--- src/rtl/proj_index_sequencer.sv ---
// Multi-buffer index sequencer: walks index 0..len over buffers 0..num, with
// stall, abort and single-shot or continuous operation.
module proj_index_sequencer #(
    parameter  int IDX_W       = 8,
    parameter  int NUM_BUFFERS = 4,
    localparam int BUF_W       = (NUM_BUFFERS > 1) ? $clog2(NUM_BUFFERS) : 1
) (
    input  logic             in_clk,
    input  logic             in_rst,
    input  logic             in_start,
    input  logic [IDX_W-1:0] in_len,
    input  logic [BUF_W-1:0] in_num_buf,
    input  logic             in_mode,
    input  logic             in_stall,
    input  logic             in_abort,
    output logic [IDX_W-1:0] index,
    output logic [BUF_W-1:0] buf_sel,
    output logic             index_valid,
    output logic             finished_count,
    output logic             finished_all,
    output logic             busy,
    output logic             done,
    output logic [1:0]       state_dbg
);

    // Handshake: index/buf_sel are consumed on every cycle index_valid is high;
    // there is no back-pressure other than in_stall, which withholds valid.
    typedef enum logic [1:0] {
        ST_IDLE = 2'd0,
        ST_RUN  = 2'd1,
        ST_DONE = 2'd2
    } state_t;

    state_t           state_q, state_d;
    logic [IDX_W-1:0] index_q, index_d;
    logic [BUF_W-1:0] buf_q, buf_d;
    logic [IDX_W-1:0] len_q, len_d;
    logic [BUF_W-1:0] num_q, num_d;
    logic             mode_q, mode_d;

    always_ff @(posedge in_clk or posedge in_rst) begin
        if (in_rst) begin
            state_q <= ST_IDLE;
            index_q <= '0;
            buf_q   <= '0;
            len_q   <= '0;
            num_q   <= '0;
            mode_q  <= 1'b0;
        end else begin
            state_q <= state_d;
            index_q <= index_d;
            buf_q   <= buf_d;
            len_q   <= len_d;
            num_q   <= num_d;
            mode_q  <= mode_d;
        end
    end

    always_comb begin
        state_d = state_q;
        index_d = index_q;
        buf_d   = buf_q;
        len_d   = len_q;
        num_d   = num_q;
        mode_d  = mode_q;
        case (state_q)
            ST_IDLE: begin
                index_d = '0;
                buf_d   = '0;
                if (in_start) begin
                    len_d  = in_len;
                    mode_d = in_mode;
                    // A buffer count beyond the physical buffers collapses to the last one.
                    if (int'(in_num_buf) > NUM_BUFFERS - 1)
                        num_d = BUF_W'(NUM_BUFFERS - 1);
                    else
                        num_d = in_num_buf;
                    state_d = ST_RUN;
                end
            end
            ST_RUN: begin
                if (in_abort) begin
                    state_d = ST_IDLE;
                    index_d = '0;
                    buf_d   = '0;
                end else if (!in_stall) begin
                    if (index_q < len_q) begin
                        index_d = index_q + IDX_W'(1);
                    end else begin
                        index_d = '0;
                        if (buf_q < num_q) begin
                            buf_d = buf_q + BUF_W'(1);
                        end else begin
                            buf_d = '0;
                            if (!mode_q)
                                state_d = ST_DONE;
                        end
                    end
                end
            end
            ST_DONE: begin
                state_d = ST_IDLE;
                index_d = '0;
                buf_d   = '0;
            end
            default: begin
                state_d = ST_IDLE;
                index_d = '0;
                buf_d   = '0;
            end
        endcase
    end

    always_comb begin
        index          = index_q;
        buf_sel        = buf_q;
        index_valid    = (state_q == ST_RUN) && !in_stall;
        finished_count = index_valid && (index_q == len_q);
        finished_all   = finished_count && (buf_q == num_q);
        busy           = (state_q == ST_RUN) || (state_q == ST_DONE);
        done           = (state_q == ST_DONE);
        state_dbg      = state_q;
    end

endmodule

--- config.mk ---
export PLATFORM = sky130hd
export DESIGN_NAME = proj_index_sequencer
export DESIGN_NICKNAME = d
export VERILOG_FILES = /design/src/rtl/proj_index_sequencer.sv
export SDC_FILE = /design/constraint.sdc
export NUM_CORES = 1
export LEC_CHECK = 0
export BUFFER_PORTS_ARGS = -buffer_cell sky130_fd_sc_hd__buf_4
export CELL_PAD_IN_SITES_DETAIL_PLACEMENT = 1
export CELL_PAD_IN_SITES_GLOBAL_PLACEMENT = 2
export CORE_ASPECT_RATIO = 1.25
export CORE_MARGIN = 1
export CORE_UTILIZATION = 29
export DETAILED_ROUTE_END_ITERATION = 10
export GPL_ROUTABILITY_DRIVEN = 0
export PLACE_DENSITY = 0.8
export RECOVER_POWER = 50
export SKIP_CTS_REPAIR_TIMING = 1
export SYNTH_ARGS = -nofsm -noshare
export SYNTH_HDL_FRONTEND = slang
export SYNTH_SLANG_ARGS = --single-unit
--- constraint.sdc ---
create_clock -name in_clk -period 1.9 [get_ports in_clk]
set_clock_uncertainty 0.2 [all_clocks]
set_input_delay 0.38 -clock in_clk [delete_from_list [all_inputs] [get_ports in_clk]]
set_output_delay 0.38 -clock in_clk [all_outputs]
set_load 0.02 [all_outputs]
======== Word level (Yosys, flattened, before mapping) ========
Cells that the tools add are included.
operators by class
  reductions and logical operators ........ 9
  magnitude comparators ................... 2
  multiplexer cells ....................... 16
  equal/unequal tests ..................... 9
  $add $sub $neg .......................... 2
operators with widths
  kind                                                 number
  two-way mux 8 bit                                    4
  two-way mux 2 bit                                    11
  inequality test 3 bit, second input constant         4
  adder 8 x 1 -> 8 bit, second input constant          1
  equality test 8 bit                                  1
  less-than comparator 8 bit                           1
  AND reduction 5 bit                                  1
  case mux 2 bit (2 select lines)                      1
  AND reduction 2 bit                                  2
  logical AND 1 bit                                    3
  adder 2 x 1 -> 2 bit, second input constant          1
  equality test 2 x 1 -> 1 bit, second input constant  1
  equality test 2 bit                                  1
  equality test 2 bit, second input constant           1
  zero test 2 bit                                      1
  less-than comparator 2 bit                           1
  inequality test 2 bit, second input constant         1
  zero test 1 bit                                      1
  logical OR 1 bit                                     1
storage, ports and cells
  logic and storage cells ................. 44
  register bits ........................... 23

======== Longest topological paths before layout ========
Gate-level depths: netlist of run 1.
  depth after elaboration ................. 6
  mapped depth ............................ 7
  mapped depth without buffers ............ 7

======== Worst setup path after synthesis of run 1 ========
OpenSTA, ideal clock, no wires.
  path kind ............................... register to output
  from .................................... reg state_q[1] (netlist: state_dbg[1])
  to ...................................... out finished_all
  path buffers ............................ 0
  slack ................................... -0.859 ns
  data required time ...................... 1.320 ns
  arrival ................................. 2.179 ns
  cell stages (with the launch flop) ...... 7
  path through ............................ dfrtp_1 inv_1 ha_1 nor2b_1 nand3_1 nor3_1 and3_1
on the way
  cells in the longest elaborated chain, start to end .. 4
RTL lines
  element                       line  text
  start: declaration            34    state_t state_q, state_d;
  start signal: assignment      50    state_q <= state_d;
  equality test 2 x 1 -> 1 bit  117   index_valid = (state_q == ST_RUN) && !in_stall;
  logical AND 1 bit             117
  via index_valid               18    output logic index_valid,
  logical AND 1 bit             118   finished_count = index_valid && (index_q == len_q);
  via finished_count            19    output logic finished_count,
  logical AND 1 bit             119   finished_all = finished_count && (buf_q == num_q);
  end: declaration              20    output logic finished_all,
The timed path passes the listed nets, and every way through them passes these cells.

======== Worst setup path in the final report of run 1 ========
  from .................................... reg state_q[1] (netlist: state_dbg[1])
  to ...................................... out finished_all
on the way
  cells in the longest elaborated chain, start to end .. 4
RTL lines
  element                       line
  equality test 2 x 1 -> 1 bit  117
  logical AND 1 bit             117
  logical AND 1 bit             118
  logical AND 1 bit             119
No other way between the ends.

==> results of run 1 <==
## logic make-up (layout without fill, tap and decap cells)
group,count (synthesis),after routing,synth area share [%]
adder cells (fa/ha/maj),14,14,12.8
AND/OR/NAND/NOR,34,34,13.0
multiplexers,12,12,10.1
AO/OA/AOI/OAI,25,25,14.9
flip-flops,23,23,41.9
buffers and inverters,22,89,6.02
XOR/XNOR,2,2,1.28
## through the flow
stage               setup TNS, ps  hold slack [ps]
floorplan                    -449              181
global placement             -515              250
detailed placement          -1030              259
CTS                         -2020            -45.3
global route                -3910              120
finish                      -3040              129
## worst max-delay path, cell delays in order (launching register included)
cell and delay, ps:
dfrtp_2 420, inv_2 70, ha_4 140, nor2b_4 160, nand3_2 100, nor3_4 200, and3_4 200, buf_6 110
## synth_stat cells (all sizes together)
master,n,area [um2]
nand3,5,25.0
or2,1,6.26
or3,1,6.26
nor4b,1,8.76
clkbuf,1,3.75
a2bb2oi,1,8.76
a31oi,3,18.8
xnor2,1,8.76
a32o,1,10.0
mux2,12,139
nor3,2,10.0
o21ai,5,28.8
o211ai,1,7.51
and3,3,18.8
nor2,5,18.8
a22o,2,26.3
nand2b,2,20.0
ha,14,175
a21oi,4,23.8
nand2,9,33.8
xor2,1,8.76
a2111oi,2,36.3
o21bai,1,7.51
nand4,2,12.5
nor2b,3,18.8
o22ai,3,18.8
a211o,2,17.5
dfrtp,23,576
inv,21,78.8
## state kept, by name, indices dropped and copies added, names as in the netlist
| name | count |
|---|---|
| mode_q | 1 |
| buf_sel | 2 |
| state_dbg | 2 |
| num_q | 2 |
| len_q | 8 |
| index | 8 |
## power by group
part,internal [uW],leakage (uW),switching (uW)
clock network,147,0.0000255,175
registers,665,0.000278,121
logic,950,0.000739,883
total,1760,0.00104,1180
## worst max-delay path by stage
stage                  from      endpoint  slack, ps  depth (start not counted)
2_1_floorplan      index[5]  finished_all       -210                          4
3_3_place_gp       index[5]  finished_all       -120                          5
3_5_place_dp       index[6]  finished_all       -150                          5
4_1_cts            index[6]  finished_all       -480                          5
5_1_grt        state_dbg[1]  finished_all       -460                          7
6_report       state_dbg[1]  finished_all       -360                          7
## cell type report
type / instances / area (um2)
fillers: 500 / 2210
flip-flops and latches: 23 / 587
multi-input cells: 87 / 942
well taps: 58 / 72.6
repair buffers: 64 / 523
clock buffers: 3 / 41.3
inverters: 21 / 78.8
clock inverters: 1 / 5.00
## routing by layer
metal / vias to the layer above / GRT usage [%] / routed length (um)
li1: 598 / - / -
met1: 613 / 18.9 / 1740
met2: 25 / 30.3 / 2340
met3: 5 / 1.58 / 84
met4: 0 / 8.41 / 82
met5: - / 0 / 0
==> qor.txt, run 1 <==
Status -> finished with violations
Failing checks -> negative setup slack
CTS tree -> built
Setup Crit Path Kind -> flip-flop to primary output
Vias in the first global route -> 1339
Share of cells above drive strength 1 -> 61.8%
Starting density of the core -> 30.8%
Fin cells -> 257
Final Cell Area -> 2250 um2
Max Slew Vio Count -> 0
Final design utilization -> 50.4%
H-Tree Depth -> 1
Nets -> 230
Syn Area/Cell -> 10.4 um2
Area Overhead vs Synth -> 63.9%
Power Density -> 1310 nW/um2
DRC Markers -> 0
Clock slew at reported path FFs -> 90 ps
R2R Setup Slk -> -300 ps
Yosys reg bits -> 23
Global Route Usage Sum -> 16.6%
Full die area -> 5010 um2
DR vias/cell -> 4.83
Antenna violations before repair -> 0
Clock Path Buffers -> 2
CTS Root Cell -> clkbuf_8
Slew HR -> 59.5%
Most frequent cells in the layout -> 52 x buf_4, 17 x inv_1, 14 x dfrtp_1, 11 x mux2_2
Drt first pass iters -> 4
Post-Route WL -> 4250 um
DPL Wire Length -> 3070 um
Num Clock Sinks -> 23
Die height -> 78.9 um
Grt ovf -> 0
CORE AREA -> 4460 um2
IO Count -> 33
Placed cell count -> 244
Die X -> 63.5 um
Critical R2R Launch -> index[6]
Startpoint Class -> flip-flop
Commonest non-fill, non-tap cell in the layout -> buf_4
CTS buffer count -> 3
Routed len/inst -> 16.5 um
Largest net degree at the start of global routing -> 24
Synth Net Count -> 162
CP arrival -> 1680 ps
Final hold violation count -> 0
CP Max Fanout -> 2
HP Start -> in_num_buf[0]
PnR worst setup slack -> -362 ps
Slew @ Worst Pin -> 607 ps
Hold Path Class -> input pin to flip-flop
Worst hold stages -> 2
Synth Instances -> 132
Starting DRT DRC Count -> 24
Pre-CTS setup slack -> -152 ps
Max-cap violations -> 0
Reg2reg end -> buf_sel[0]
FP Rows -> 27
Final critical-path share of the clock period -> 119%
Placed Area -> 1960 um2
Tmin final -> 2260 ps
Synth Cell Area -> 1370 um2
Buffers on Ports -> 32
Post-route ant nets -> 0
N_diodes -> 0
Fmax -> 442 MHz
Peak supply drop -> 0.000619 V
Setup crit end kind -> primary output
Leak Pwr -> 0.00104 uW
Reg2reg path depth -> 6
Number of distinct library cells after synthesis -> 35
Clk_lat worst skew -> 270 ps
# setup viols final -> 14
CP required -> 1320 ps
Sequential-to-total area share from yosys stat -> 41.9%
Yosys Warn Count -> 0
First-pass GRT wire length -> 6380 um
RSZ-0062 raised after global routing -> yes
Vias post-DR -> 1241
Pwr Total -> 2940 uW
Hold EP -> num_q[0]
Note: power is estimated with default switching activity, not from simulation.
==> inputs of run 2 (changes only) <==
--- a/config.mk
+++ b/config.mk
@@ -6,6 +6,7 @@
 export NUM_CORES = 1
 export LEC_CHECK = 0
 export BUFFER_PORTS_ARGS = -buffer_cell sky130_fd_sc_hd__buf_4
+export CAP_MARGIN = 25
 export CELL_PAD_IN_SITES_DETAIL_PLACEMENT = 1
 export CELL_PAD_IN_SITES_GLOBAL_PLACEMENT = 2
 export CORE_ASPECT_RATIO = 1.25
==> constraint.sdc (replaced) <==
create_clock -name in_clk -period 1.9 [get_ports in_clk]
set_clock_uncertainty 0.2 [all_clocks]
set_input_delay 0.57 -clock in_clk [delete_from_list [all_inputs] [get_ports in_clk]]
set_output_delay 0.57 -clock in_clk [all_outputs]
set_load 0.02 [all_outputs]
==> qor.txt, run 2 (synthesis gave the netlist of run 1 again) <==
Antenna violations before repair -> 0 (unchanged)
Fmax -> 414 MHz (was 442 MHz)
Grt ovf -> 0 (unchanged)
Fin cells -> 260 (was 257)
Final hold violation count -> 0 (unchanged)
Area Overhead vs Synth -> 67.7% (was 63.9%)
Slew HR -> 58.1% (was 59.5%)
Critical Path Stages -> 7 (unchanged)
Status -> finished with violations (unchanged)
CP arrival -> 1650 ps (was 1680 ps)
Max stage delay cell, worst path -> dfrtp_2 (unchanged)
Die X -> 63.5 um (unchanged)
Hold Path Class -> input pin to asynchronous set/reset pin (was input pin to flip-flop)
Post-route ant nets -> 0 (unchanged)
WP buf/inv -> 2 (unchanged)
CTS tree -> built (unchanged)
R2R Setup Slk -> -260 ps (was -300 ps)
DRC Markers -> 0 (unchanged)
CTS Root Cell -> clkbuf_8 (unchanged)
Critical R2R Launch -> index[5] (was index[6])
Global Route Usage Sum -> 17.3% (was 16.6%)
Placed Area -> 2000 um2 (was 1960 um2)
Slew @ Worst Pin -> 629 ps (was 607 ps)
Reg2reg path depth -> 6 (unchanged)
Failing checks -> negative setup slack (unchanged)
FP Rows -> 27 (unchanged)
Nets -> 233 (was 230)
Worst path max stage delay -> 420 ps (about the same)
Worst setup path startpoint -> state_dbg[1] (unchanged)
Buffers on Ports -> 32 (unchanged)
RSZ-0062 raised after global routing -> yes (unchanged)
Peak supply drop -> 0.000537 V (was 0.000619 V)
H-Tree Depth -> 1 (unchanged)
Leak Pwr -> 0.00106 uW (was 0.00104 uW)
Commonest non-fill, non-tap cell in the layout -> buf_4 (unchanged)
Setup crit end kind -> primary output (unchanged)
Clock Path Buffers -> 2 (unchanged)
CP Max Fanout -> 2 (unchanged)
Fillers -> 517 (was 500)
CTS buffer count -> 3 (unchanged)
DR vias/cell -> 4.74 (was 4.83)
Starting DRT DRC Count -> 18 (was 24)
Share of cells above drive strength 1 -> 61.9% (was 61.8%)
Num Clock Sinks -> 23 (unchanged)
Placed cell count -> 249 (was 244)
Reg2reg end -> buf_sel[0] (unchanged)
Most frequent cells in the layout -> 53 x buf_4, 17 x inv_1, 14 x dfrtp_1, 11 x mux2_2, 11 x buf_6 (was 52 x buf_4, 17 x inv_1, 14 x dfrtp_1, 11 x mux2_2)
Critical Path End -> finished_all (unchanged)
IO Count -> 33 (unchanged)
Full die area -> 5010 um2 (unchanged)
Worst path cell trace -> inv_2, ha_4, nor2b_4, nand3_2, nor3_4, and3_4, buf_6 (unchanged)
Starting density of the core -> 30.8% (unchanged)
Max Slew Vio Count -> 0 (unchanged)
CORE AREA -> 4460 um2 (unchanged)
Routed len/inst -> 15.9 um (was 16.5 um)
Die height -> 78.9 um (unchanged)
Drt first pass iters -> 4 (unchanged)
Vias in the first global route -> 1358 (was 1339)
CP top delay family -> simple AND/OR/NAND/NOR gates (unchanged)
Tmin final -> 2420 ps (was 2260 ps)
N_diodes -> 0 (unchanged)
Post-Route WL -> 4120 um (was 4250 um)
PnR worst setup slack -> -517 ps (was -362 ps)
Startpoint Class -> flip-flop (unchanged)
Largest net degree at the start of global routing -> 24 (unchanged)
Max-cap violations -> 0 (unchanged)
Setup Crit Path Kind -> flip-flop to primary output (unchanged)
Final critical-path share of the clock period -> 127% (was 119%)
Final Cell Area -> 2300 um2 (was 2250 um2)
Power Density -> 1330 nW/um2 (was 1310 nW/um2)
CP required -> 1130 ps (was 1320 ps)
DPL Wire Length -> 3070 um (about the same)
Vias post-DR -> 1233 (was 1241)
Clk_lat worst skew -> 270 ps (about the same)
First-pass GRT wire length -> 6610 um (was 6380 um)
# setup viols final -> 17 (was 14)
Clock slew at reported path FFs -> 90 ps (about the same)
## run 2: layer usage
layer	wire length (um)	up-vias	GRT usage (%)
met5	0	-	0
met4	76	0	7.50
met3	89	4	1.87
met2	2240	21	31.0
met1	1710	606	20.7
li1	-	602	-
## run 2: metrics by stage
step                util (%)  setup TNS, ps  hold WS [ps]  total power, uW  setup WS (ps)
floorplan                  -           -758           279             1700           -400
global placement        44.9          -1870           292             2220           -277
detailed placement      44.9          -2130           294             2300           -273
CTS                     45.9          -3330           155             2630           -606
global route            51.6          -4590           294             3290           -608
finish                  51.6          -3230           258             3060           -517
## run 2: area by class of cell
cell class,instances,area [um2],share of cell area (%)
Tap cell,58,72.6,3.15
Multi-Input combinational cell,87,958,41.6
Inverter,21,83.8,3.64
Timing Repair Buffer,67,554,24.1
Sequential cell,23,587,25.5
Clock buffer,3,41.3,1.79
Clock inverter,1,5.00,0.217
## run 2: worst min path at each step
| stage | to | slack [ps] | cells after the start |
|---|---|---|---|
| 2_1_floorplan | len_q[7] | 280 | 1 |
| 3_3_place_gp | num_q[1] | 290 | 1 |
| 3_5_place_dp | len_q[6] | 290 | 1 |
| 4_1_cts | len_q[2] | 150 | 3 |
| 5_1_grt | len_q[0] | 290 | 3 |
| 6_report | len_q[0] | 260 | 3 |
## run 2: report_power, final
group / switching, uW / total (uW) / internal [uW]
clock network: 175 / 322 / 147
registers: 109 / 775 / 665
logic: 915 / 1960 / 1050
total: 1200 / 3060 / 1860
## run 2: tightest hold or removal path: cells and delay by family
kind / cells / cell delay, ps
buffers and inverters: 3 / 650
